### config.mk
export PLATFORM = sky130hd
export DESIGN_NAME = mem_access_sequencer
export DESIGN_NICKNAME = d
export VERILOG_FILES = /design/src/rtl/mem_access_sequencer.sv
export SDC_FILE = /design/constraint.sdc
export NUM_CORES = 1
export LEC_CHECK = 0
export BUFFER_PORTS_ARGS = -buffer_cell sky130_fd_sc_hd__buf_2
export CELL_PAD_IN_SITES_DETAIL_PLACEMENT = 0
export CELL_PAD_IN_SITES_GLOBAL_PLACEMENT = 1
export CORE_ASPECT_RATIO = 1.5
export CORE_UTILIZATION = 35
export DETAILED_ROUTE_END_ITERATION = 10
export PLACE_DENSITY = 0.76
export SKIP_CTS_REPAIR_TIMING = 1
export SLEW_MARGIN = 25
export SYNTH_ARGS = -nofsm -noshare
export SYNTH_HDL_FRONTEND = slang
export SYNTH_SLANG_ARGS = --single-unit
### constraint.sdc
create_clock -name clk -period 1.9 [get_ports clk]
set_input_delay 0.095 -clock clk [delete_from_list [all_inputs] [get_ports clk]]
set_output_delay 0.095 -clock clk [all_outputs]
set_load 0.01 [all_outputs]
### src/rtl/mem_access_sequencer.sv
// Memory access sequencer: turns one accepted request into a
// SETUP / STROBE / HOLD access on a split (upper/lower) 16-bit SRAM pair,
// then reports completion for one HOLD cycle.
// Optional feature: define MEM_SEQ_ERR_CNT_EN to add the saturating err_cnt
// output that counts reads completed with a non-zero decoder flag.
module mem_access_sequencer #(
    parameter int unsigned ADDR_W      = 16,
    parameter int unsigned WAIT_CYCLES = 2
) (
    input  logic              clk,
    input  logic              rst_n,
    input  logic              req_valid,
    output logic              req_ready,
    input  logic              req_we,
    input  logic [ADDR_W-1:0] req_addr,
    input  logic [15:0]       wdata_up,
    input  logic [15:0]       wdata_down,
    input  logic [1:0]        cs_in,
    output logic [ADDR_W-1:0] mem_addr,
    output logic [1:0]        mem_ce_n,
    output logic              mem_we_n,
    output logic              mem_oe_n,
    output logic [15:0]       mem_dq_out_up,
    output logic [15:0]       mem_dq_out_down,
    output logic              mem_dq_oe,
    input  logic [15:0]       mem_dq_in_up,
    input  logic [15:0]       mem_dq_in_down,
    output logic              rsp_valid,
    output logic              rsp_was_read,
    output logic [15:0]       rdata_up,
    output logic [15:0]       rdata_down,
`ifdef MEM_SEQ_ERR_CNT_EN
    output logic [7:0]        err_cnt,
`endif
    input  logic [2:0]        dec_flag
);

    typedef enum logic [1:0] {StIdle, StSetup, StStrobe, StHold} state_e;

    localparam logic [3:0] WaitLoad = 4'(WAIT_CYCLES);

    state_e              state_q, state_d;
    logic [3:0]          cnt_q, cnt_d;
    logic                we_q;
    logic [ADDR_W-1:0]   addr_q;
    logic [15:0]         wup_q, wdn_q;
    logic [1:0]          cs_q;
    logic [15:0]         rdata_up_q, rdata_down_q;
    logic                accept;
    logic                active;
    logic                strobe;
    logic                last_strobe;

    assign accept      = (state_q == StIdle) && req_valid;
    assign active      = (state_q != StIdle);
    assign strobe      = (state_q == StStrobe);
    assign last_strobe = strobe && (cnt_q == 4'd1);

    // State and strobe counter registers
    always_ff @(posedge clk or negedge rst_n) begin
        if (!rst_n) begin
            state_q <= StIdle;
            cnt_q   <= 4'd0;
        end else begin
            state_q <= state_d;
            cnt_q   <= cnt_d;
        end
    end

    // Next-state logic; counter loads on leaving SETUP and counts STROBE cycles down
    always_comb begin
        state_d = state_q;
        cnt_d   = cnt_q;
        case (state_q)
            StIdle: begin
                if (req_valid) state_d = StSetup;
            end
            StSetup: begin
                state_d = StStrobe;
                cnt_d   = WaitLoad;
            end
            StStrobe: begin
                if (cnt_q == 4'd1) state_d = StHold;
                else               cnt_d   = cnt_q - 4'd1;
            end
            StHold: begin
                state_d = StIdle;
            end
            default: begin
                state_d = StIdle;
            end
        endcase
    end

    // Request capture at acceptance; inputs are ignored for the rest of the access
    always_ff @(posedge clk or negedge rst_n) begin
        if (!rst_n) begin
            we_q   <= 1'b0;
            addr_q <= '0;
            wup_q  <= 16'h0000;
            wdn_q  <= 16'h0000;
            cs_q   <= 2'b00;
        end else if (accept) begin
            we_q   <= req_we;
            addr_q <= req_addr;
            wup_q  <= wdata_up;
            wdn_q  <= wdata_down;
            cs_q   <= cs_in;
        end
    end

    // Read data sampled on the last STROBE edge; an unselected chip reads as zero
    always_ff @(posedge clk or negedge rst_n) begin
        if (!rst_n) begin
            rdata_up_q   <= 16'h0000;
            rdata_down_q <= 16'h0000;
        end else if (last_strobe && !we_q) begin
            rdata_up_q   <= cs_q[1] ? mem_dq_in_up   : 16'h0000;
            rdata_down_q <= cs_q[0] ? mem_dq_in_down : 16'h0000;
        end
    end

    // SRAM control and completion outputs decoded from the current state
    always_comb begin
        req_ready       = (state_q == StIdle);
        mem_addr        = active ? addr_q : '0;
        mem_ce_n        = active ? ~cs_q : 2'b11;
        mem_we_n        = !(strobe && we_q);
        mem_oe_n        = !(strobe && !we_q);
        mem_dq_oe       = active && we_q;
        mem_dq_out_up   = mem_dq_oe ? wup_q : 16'h0000;
        mem_dq_out_down = mem_dq_oe ? wdn_q : 16'h0000;
        rsp_valid       = (state_q == StHold);
        rsp_was_read    = (state_q == StHold) && !we_q;
        rdata_up        = rdata_up_q;
        rdata_down      = rdata_down_q;
    end

`ifdef MEM_SEQ_ERR_CNT_EN
    logic [7:0] err_cnt_q;

    // Saturating count of reads that completed with a decoder error flag
    always_ff @(posedge clk or negedge rst_n) begin
        if (!rst_n) begin
            err_cnt_q <= 8'h00;
        end else if ((state_q == StHold) && !we_q && (dec_flag != 3'b000)
                     && (err_cnt_q != 8'hFF)) begin
            err_cnt_q <= err_cnt_q + 8'h01;
        end
    end

    assign err_cnt = err_cnt_q;
`else
    logic unused_dec_flag;
    assign unused_dec_flag = ^dec_flag;
`endif

endmodule

==> summary.txt, run 1 <==
Wire length per cell = 13.57 µm
Fin util = 0.5384
Cell taking the most area after synthesis = dfrtp_1
Minimum clock period = 1775 ps
Hold Path Class = input port to flip-flop
DP Cell Count = 654
Syn_nets = 443
Final period util = 0.9341
Die height = 131.9 µm
CTS buffer count = 9
CTS tree = done
Syn Area/Cell = 11.31 µm²
PortBufs = 173
Cells after synthesis = 348
EDFF count, synth = 0
Hold path start = mem_dq_in_down[9]
Gpl congestion = 0.7206
Drt pass-1 iters = 4
Cell Rows = 47
Worst-skew pair later-pin latency = 340 ps
Clock skew = 6.662 ps
Synth cell count leaders = dfrtp_1, mux2_2, o21ai_0, nand2_1, and2_1
Initial Util = 0.3578
Clock share of power = 0.202
Final Hold Viols = 6
First-pass GRT wire length = 15030 µm
Synth cell types = 25
Ys Warns = 0
Total power = 9478 µW
Reg2Reg Depth = 6
Setup-failing EPs final = 0
Worst Tran Pin Value = 620.0 ps
CP max FO = 33
Worst Path Required = 1800 ps
Layout cells sized above 1 = 0.4381
Die area = 11680 µm²
Longest Clk Path Bufs = 2
Die width = 88.58 µm
Most common flop cell mapped by yosys = dfrtp_1
Largest net degree at the start of global routing = 45
Gr ovfl total = 0
Final non-filler cell total = 729
R2R Setup Slk = 180 ps
RSZ-0062 raised after global routing = no
Worst setup path endpoint = mem_dq_out_down[4]
Vias = 3364
WP data arrival = 1680 ps
CP startpoint = state_q[0]
Root Buffer = clkbuf_16
Htree depth = 3
Synth top area share = 0.5660
Final Max Slew Viols = 0
Critical path class = flip-flop to primary output
Worst-path clk slew = 70 ps
# DRC = 0
Most frequent cell after synthesis = dfrtp_1
Worst setup SP type = flip-flop
Leakage dissipation = 0.002831 µW
Critical-path cell list = inv_1 -> ha_2 -> nor2b_2 -> buf_12 -> and2_1 -> buf_2
Maximum clock frequency = 563.4 MHz
Worst R2R End = rdata_up[15]
Ports = 177
Seq pwr share = 0.358
Sequential area share after synthesis = 0.5660
Nets = 672
Worst r2r src = cnt_q[1]
Drt total wl = 9892 µm
Fill cells = 986
Fin Setup TNS = 0 ps
Status = finished with violations
Maximum vdd drop = 0.0005896 V
Flops & latches, synth = 89
GRT Util Overall = 0.1654
Fin Hold WS = -9.609 ps
Power Internal = 6109 µW
Clock Sinks = 89
Switching share of total power = 0.3555
Initial antenna violation count = 0
Ant diodes = 0
Core area = 11000 µm²
DR vias/cell = 4.615
CP top delay family = flip-flops
Crit path largest cell delay = 400 ps
Detail Route Antenna Nets = 0
Slowest stage cell, crit path = dfrtp_1
DP HPWL = 6759 µm
Psw = 3370 µW
Pwr per Cell Area = 1601 nW/µm²
Area contributors post-synth = dfrtp_1, mux2_2, o21ai_0
Fraction of registers with async set/reset = 1.000
Number of max-cap violations = 0
Crit path depth = 6
Number of global-route vias before repair = 3215
Critical Path End Type = primary output
Cell area after synthesis = 3935 µm²
Violated checks = hold timing
Slew HR = 0.5867
Layout area overhead = 50.46%
First DRT Iteration DRCs = 110
Combinational share of power = 0.440
WP buf/inv = 3
## layout by cell type, fill, tap and decap left out
cell,n
nor4_1,1
clkinv_2,1
nor2b_2,1
o21ai_1,22
mux2_2,51
nand2_1,34
nor2_1,1
inv_1,4
dlygate4sd3_1,59
or3b_1,1
o311ai_0,1
clkbuf_16,9
mux2_1,1
nand2_2,1
ha_1,5
buf_12,3
inv_6,2
nor3b_1,1
o22a_1,1
nor2b_1,19
buf_6,2
nand3_1,5
o21ai_0,45
o21a_1,1
clkinv_4,2
a21oi_4,1
buf_2,172
and2_1,32
dfrtp_1,89
bufinv_16,2
ha_2,1
a21oi_1,1
nand2b_1,4
buf_4,7
## through the flow
step | worst slack (ps) | instance area (µm²)
finish | 125.1 | 5921
global route | 16.26 | 5921
CTS | 22.67 | 5320
detailed placement | 125.2 | 4995
global placement | 200.9 | 4995
floorplan | 243.1 | 3935
## cell type report
type	instances	area (µm²)	share of cell area
multi-input cells	230	1583	0.2673
well taps	147	183.9	0.03107
flip-flops and latches	89	2227	0.3762
inverters	4	15.01	0.002536
clock inverters	7	100.1	0.01691
clock buffers	9	225.2	0.03804
repair buffers	243	1587	0.2680
## cells by family (layout without fill, tap and decap cells)
kind of cell,count (synthesis),in the layout,synth area share
adders and majority gates,6,6,0.01908
muxes,52,52,0.1488
DFF,89,89,0.5660
buffers and inverters,29,263,0.03370
and+or+nand+nor,100,100,0.1355
AOI/OAI and AO/OA,72,72,0.09698
## metal layers
layer,vias up,global-route usage,share of wire
met5,-,0,0
met4,0,0.06541,0.018
met3,14,0.04571,0.059
met2,118,0.2927,0.51
met1,1600,0.1822,0.41
li1,1632,-,-
## power by group through the flow
stage,combinational (µW),clock [µW],sequential (µW)
after floorplan,2470,0,3390
after global placement,4040,0,3380
after detailed placement,4130,0,3430
after CTS,4140,1990,3390
after global routing,4620,2070,3530
final,4170,1920,3390
## worst min path at each step
| stage | end | slack, ps | cells past startpoint |
|---|---|---|---|
| 2_1_floorplan | addr_q[0] | -200 | 0 |
| 3_3_place_gp | rdata_down[15] | 40 | 1 |
| 3_5_place_dp | rdata_down[15] | 40 | 1 |
| 4_1_cts | rdata_down[15] | -330 | 1 |
| 5_1_grt | wdn_q[0] | -1 | 2 |
| 6_report | rdata_down[9] | -10 | 3 |
## worst reg2reg max path: stages, from the launching register on
cell and delay [ps]:
dfrtp_1 410, inv_1 90, ha_1 150, or3b_1 430, buf_6 220, o21ai_0 180
o21ai_0 120
## state kept, by name, indices dropped and copies added (netlist names), 2 cells and up
signal / count
state_q: 2
cs_q: 2
addr_q: 16
rdata_down: 16
cnt_q: 4
rdata_up: 16
wup_q: 16
wdn_q: 16
(Power assumes the default switching activity.)
==> run 2, diff against run 1 <==
--- a/config.mk
+++ b/config.mk
@@ -9,9 +9,9 @@
 export CELL_PAD_IN_SITES_DETAIL_PLACEMENT = 0
 export CELL_PAD_IN_SITES_GLOBAL_PLACEMENT = 1
 export CORE_ASPECT_RATIO = 1.5
-export CORE_UTILIZATION = 35
+export CORE_UTILIZATION = 32
 export DETAILED_ROUTE_END_ITERATION = 10
-export PLACE_DENSITY = 0.76
+export PLACE_DENSITY = 0.73
 export SKIP_CTS_REPAIR_TIMING = 1
 export SLEW_MARGIN = 25
 export SYNTH_ARGS = -nofsm -noshare
==> constraint.sdc (replaced) <==
create_clock -name clk -period 1.6 [get_ports clk]
set_input_delay 0.08 -clock clk [delete_from_list [all_inputs] [get_ports clk]]
set_output_delay 0.08 -clock clk [all_outputs]
set_load 0.01 [all_outputs]
==> run 2 against run 1 <==
Effect of this change: the flow finishes with violations (hold timing, setup timing); cell count is 5.2% higher; worst hold slack worse by 11 ps; sequential power is 22% higher; cell area is 13% higher; flip-flop and latch count stayed put; clock skew hardly changed; via count is 6.2% higher; register-to-register slack worse by 240 ps; clock power hardly changed; core utilization is 1.9 points higher; count of clock-buffer cells in the layout is 1 higher.
==> summary.txt, run 2 (synthesis results as in run 1) <==
Status = finished with violations (unchanged)
Violated checks = hold timing, setup timing (was hold timing)
Wire length per cell = 15.95 µm (was 13.57 µm)
CP max FO = 8 (was 33)
Number of global-route vias before repair = 3260 (was 3215)
WHS Path Cells = 3 (unchanged)
DP HPWL = 6892 µm (was 6759 µm)
Leakage dissipation = 0.003156 µW (was 0.002831 µW)
Nets = 704 (was 672)
Clock skew = 6.561 ps (was 6.662 ps)
Maximum clock frequency = 597.8 MHz
Most frequent cells in the layout = buf_2, dfrtp_1, dlygate4sd3_1, mux2_2, o21ai_1 (was buf_2, dfrtp_1, dlygate4sd3_1, mux2_2, o21ai_0)
First DRT Iteration DRCs = 95 (was 110)
Hold Path Class = input port to flip-flop (unchanged)
Minimum clock period = 1673 ps
RSZ-0062 raised after global routing = yes (was no)
Worst-path clk slew = 70 ps (about the same)
Final non-filler cell total = 767 (was 729)
Hold Crit Endpoint = rdata_up[0] (was rdata_down[9])
Slew HR = 0.5876 (was 0.5867)
Setup-failing EPs final = 34 (was 0)
Drt pass-1 iters = 4 (unchanged)
Gr ovfl total = 0 (unchanged)
DP Cell Count = 666 (was 654)
Worst Path Required = 1520 ps (was 1800 ps)
Worst Slack Setup Final = -72.89 ps (was 125.1 ps)
Psw = 4712 µW (was 3370 µW)
Die area = 12750 µm² (was 11680 µm²)
Worst r2r src = cnt_q[1] (unchanged)
Longest Clk Path Bufs = 2 (unchanged)
Gpl congestion = 0.6954 (was 0.7206)
Initial antenna violation count = 0 (unchanged)
# DRC = 0 (unchanged)
Seq pwr share = 0.317 (was 0.358)
Worst R2R End = state_q[1] (was rdata_up[15])
Root Buffer = clkbuf_16 (unchanged)
Fill cells = 993 (was 986)
PortBufs = 173 (unchanged)
Commonest non-fill, non-tap cell in the layout = buf_2 (unchanged)
CTS tree = done (unchanged)
Layout area overhead = 70.24% (was 50.46%)
Fin Hold WS = -20.99 ps (was -9.609 ps)
Clock Sinks = 89 (unchanged)
Final period util = 1.046
Htree depth = 3 (unchanged)
Die height = 137.8 µm (was 131.9 µm)
Cell Rows = 49 (was 47)
Detail Route Antenna Nets = 0 (unchanged)
Maximum vdd drop = 0.0008777 V (was 0.0005896 V)
Worst setup SP type = flip-flop (unchanged)
Final Max Slew Viols = 0 (unchanged)
Combinational share of power = 0.534 (was 0.440)
Critical path class = flip-flop to primary output (unchanged)
R2R Setup Slk = -60 ps (was 180 ps)
CP startpoint = state_q[0] (unchanged)
Reg2Reg Depth = 5 (was 6)
CTS buffer count = 9 (unchanged)
WP data arrival = 1590 ps (was 1680 ps)
Largest net degree at the start of global routing = 59 (was 45)
Drt total wl = 12230 µm (was 9892 µm)
Critical Path End Type = primary output (unchanged)
Switching share of total power = 0.3608 (was 0.3555)
Core area = 12020 µm² (was 11000 µm²)
GRT Util Overall = 0.1515 (was 0.1654)
Initial Util = 0.3275 (was 0.3578)
Worst Tran Pin Value = 618.5 ps (was 620.0 ps)
Pwr per Cell Area = 1950 nW/µm² (was 1601 nW/µm²)
Final Hold Viols = 12 (was 6)
Clock share of power = 0.150 (was 0.202)
Die width = 92.54 µm (was 88.58 µm)
DR vias/cell = 4.658 (was 4.615)
Power Internal = 8348 µW (was 6109 µW)
Worst-skew pair later-pin latency = 340 ps (about the same)
Ant diodes = 0 (unchanged)
Ports = 177 (unchanged)
Vias = 3573 (was 3364)
First-pass GRT wire length = 15150 µm (was 15030 µm)
Hold path start = mem_dq_in_up[0] (was mem_dq_in_down[9])
Number of max-cap violations = 0 (unchanged)
Layout cells sized above 1 = 0.5326 (was 0.4381)
==> run 2: worst max path at each step <==
| stage | slack [ps] | endpoint |
|---|---|---|
| detailed placement | -90 | rdata_up[12] |
| finish | -70 | mem_dq_out_down[7] |
| floorplan | -20 | state_q[1] |
| CTS | -190 | mem_dq_out_up[5] |
| global route | -140 | mem_dq_out_up[0] |
| global placement | -30 | rdata_up[12] |
==> run 2: power by group through the flow <==
stage / registers, µW / clock network, µW / logic (µW)
after floorplan: 4030 / 0 / 2970
after global placement: 4010 / 0 / 4960
after detailed placement: 4060 / 0 / 5070
after CTS: 4030 / 2030 / 5090
after global routing: 4300 / 2100 / 7550
final: 4140 / 1950 / 6970
==> run 2: area by class of cell <==
| type | instances | area (µm²) | area share |
|---|---|---|---|
| Clock buffer | 10 | 229.0 | 0.03418 |
| Tap cell | 153 | 191.4 | 0.02858 |
| Clock inverter | 6 | 43.79 | 0.006537 |
| Timing Repair Buffer | 274 | 2225 | 0.3321 |
| Sequential cell | 89 | 2227 | 0.3325 |
| Inverter | 4 | 15.01 | 0.002241 |
| Multi-Input combinational cell | 231 | 1768 | 0.2639 |
==> run 2: per-layer routing <==
| metal | global-route usage | share of wire | up-vias |
|---|---|---|---|
| met1 | 0.1673 | 0.38 | 1732 |
| li1 | - | - | 1699 |
| met3 | 0.04360 | 0.059 | 10 |
| met4 | 0.05208 | 0.011 | 0 |
| met2 | 0.2753 | 0.55 | 132 |
| met5 | 0 | 0 | - |
==> run 2: worst max-delay path, stage by stage (launching register included) <==
cell	delay [ps]
dfrtp_1	370
inv_2	60
ha_4	170
nor2b_4	120
buf_12	140
clkbuf_16	150
and2_4	140
buf_6	90
==> run 2: metrics by stage <==
stage	setup WS (ps)	setup TNS (ps)	total power, µW	utilization	area (µm²)
floorplan	-23.22	-23.22	6997	-	3939
global placement	-33.90	-839.5	8962	0.4224	5076
detailed placement	-90.30	-1695	9131	0.4224	5076
CTS	-194.7	-9008	11140	0.4451	5349
global route	-140.1	-4145	13950	0.5575	6699
finish	-72.89	-1833	13060	0.5575	6699
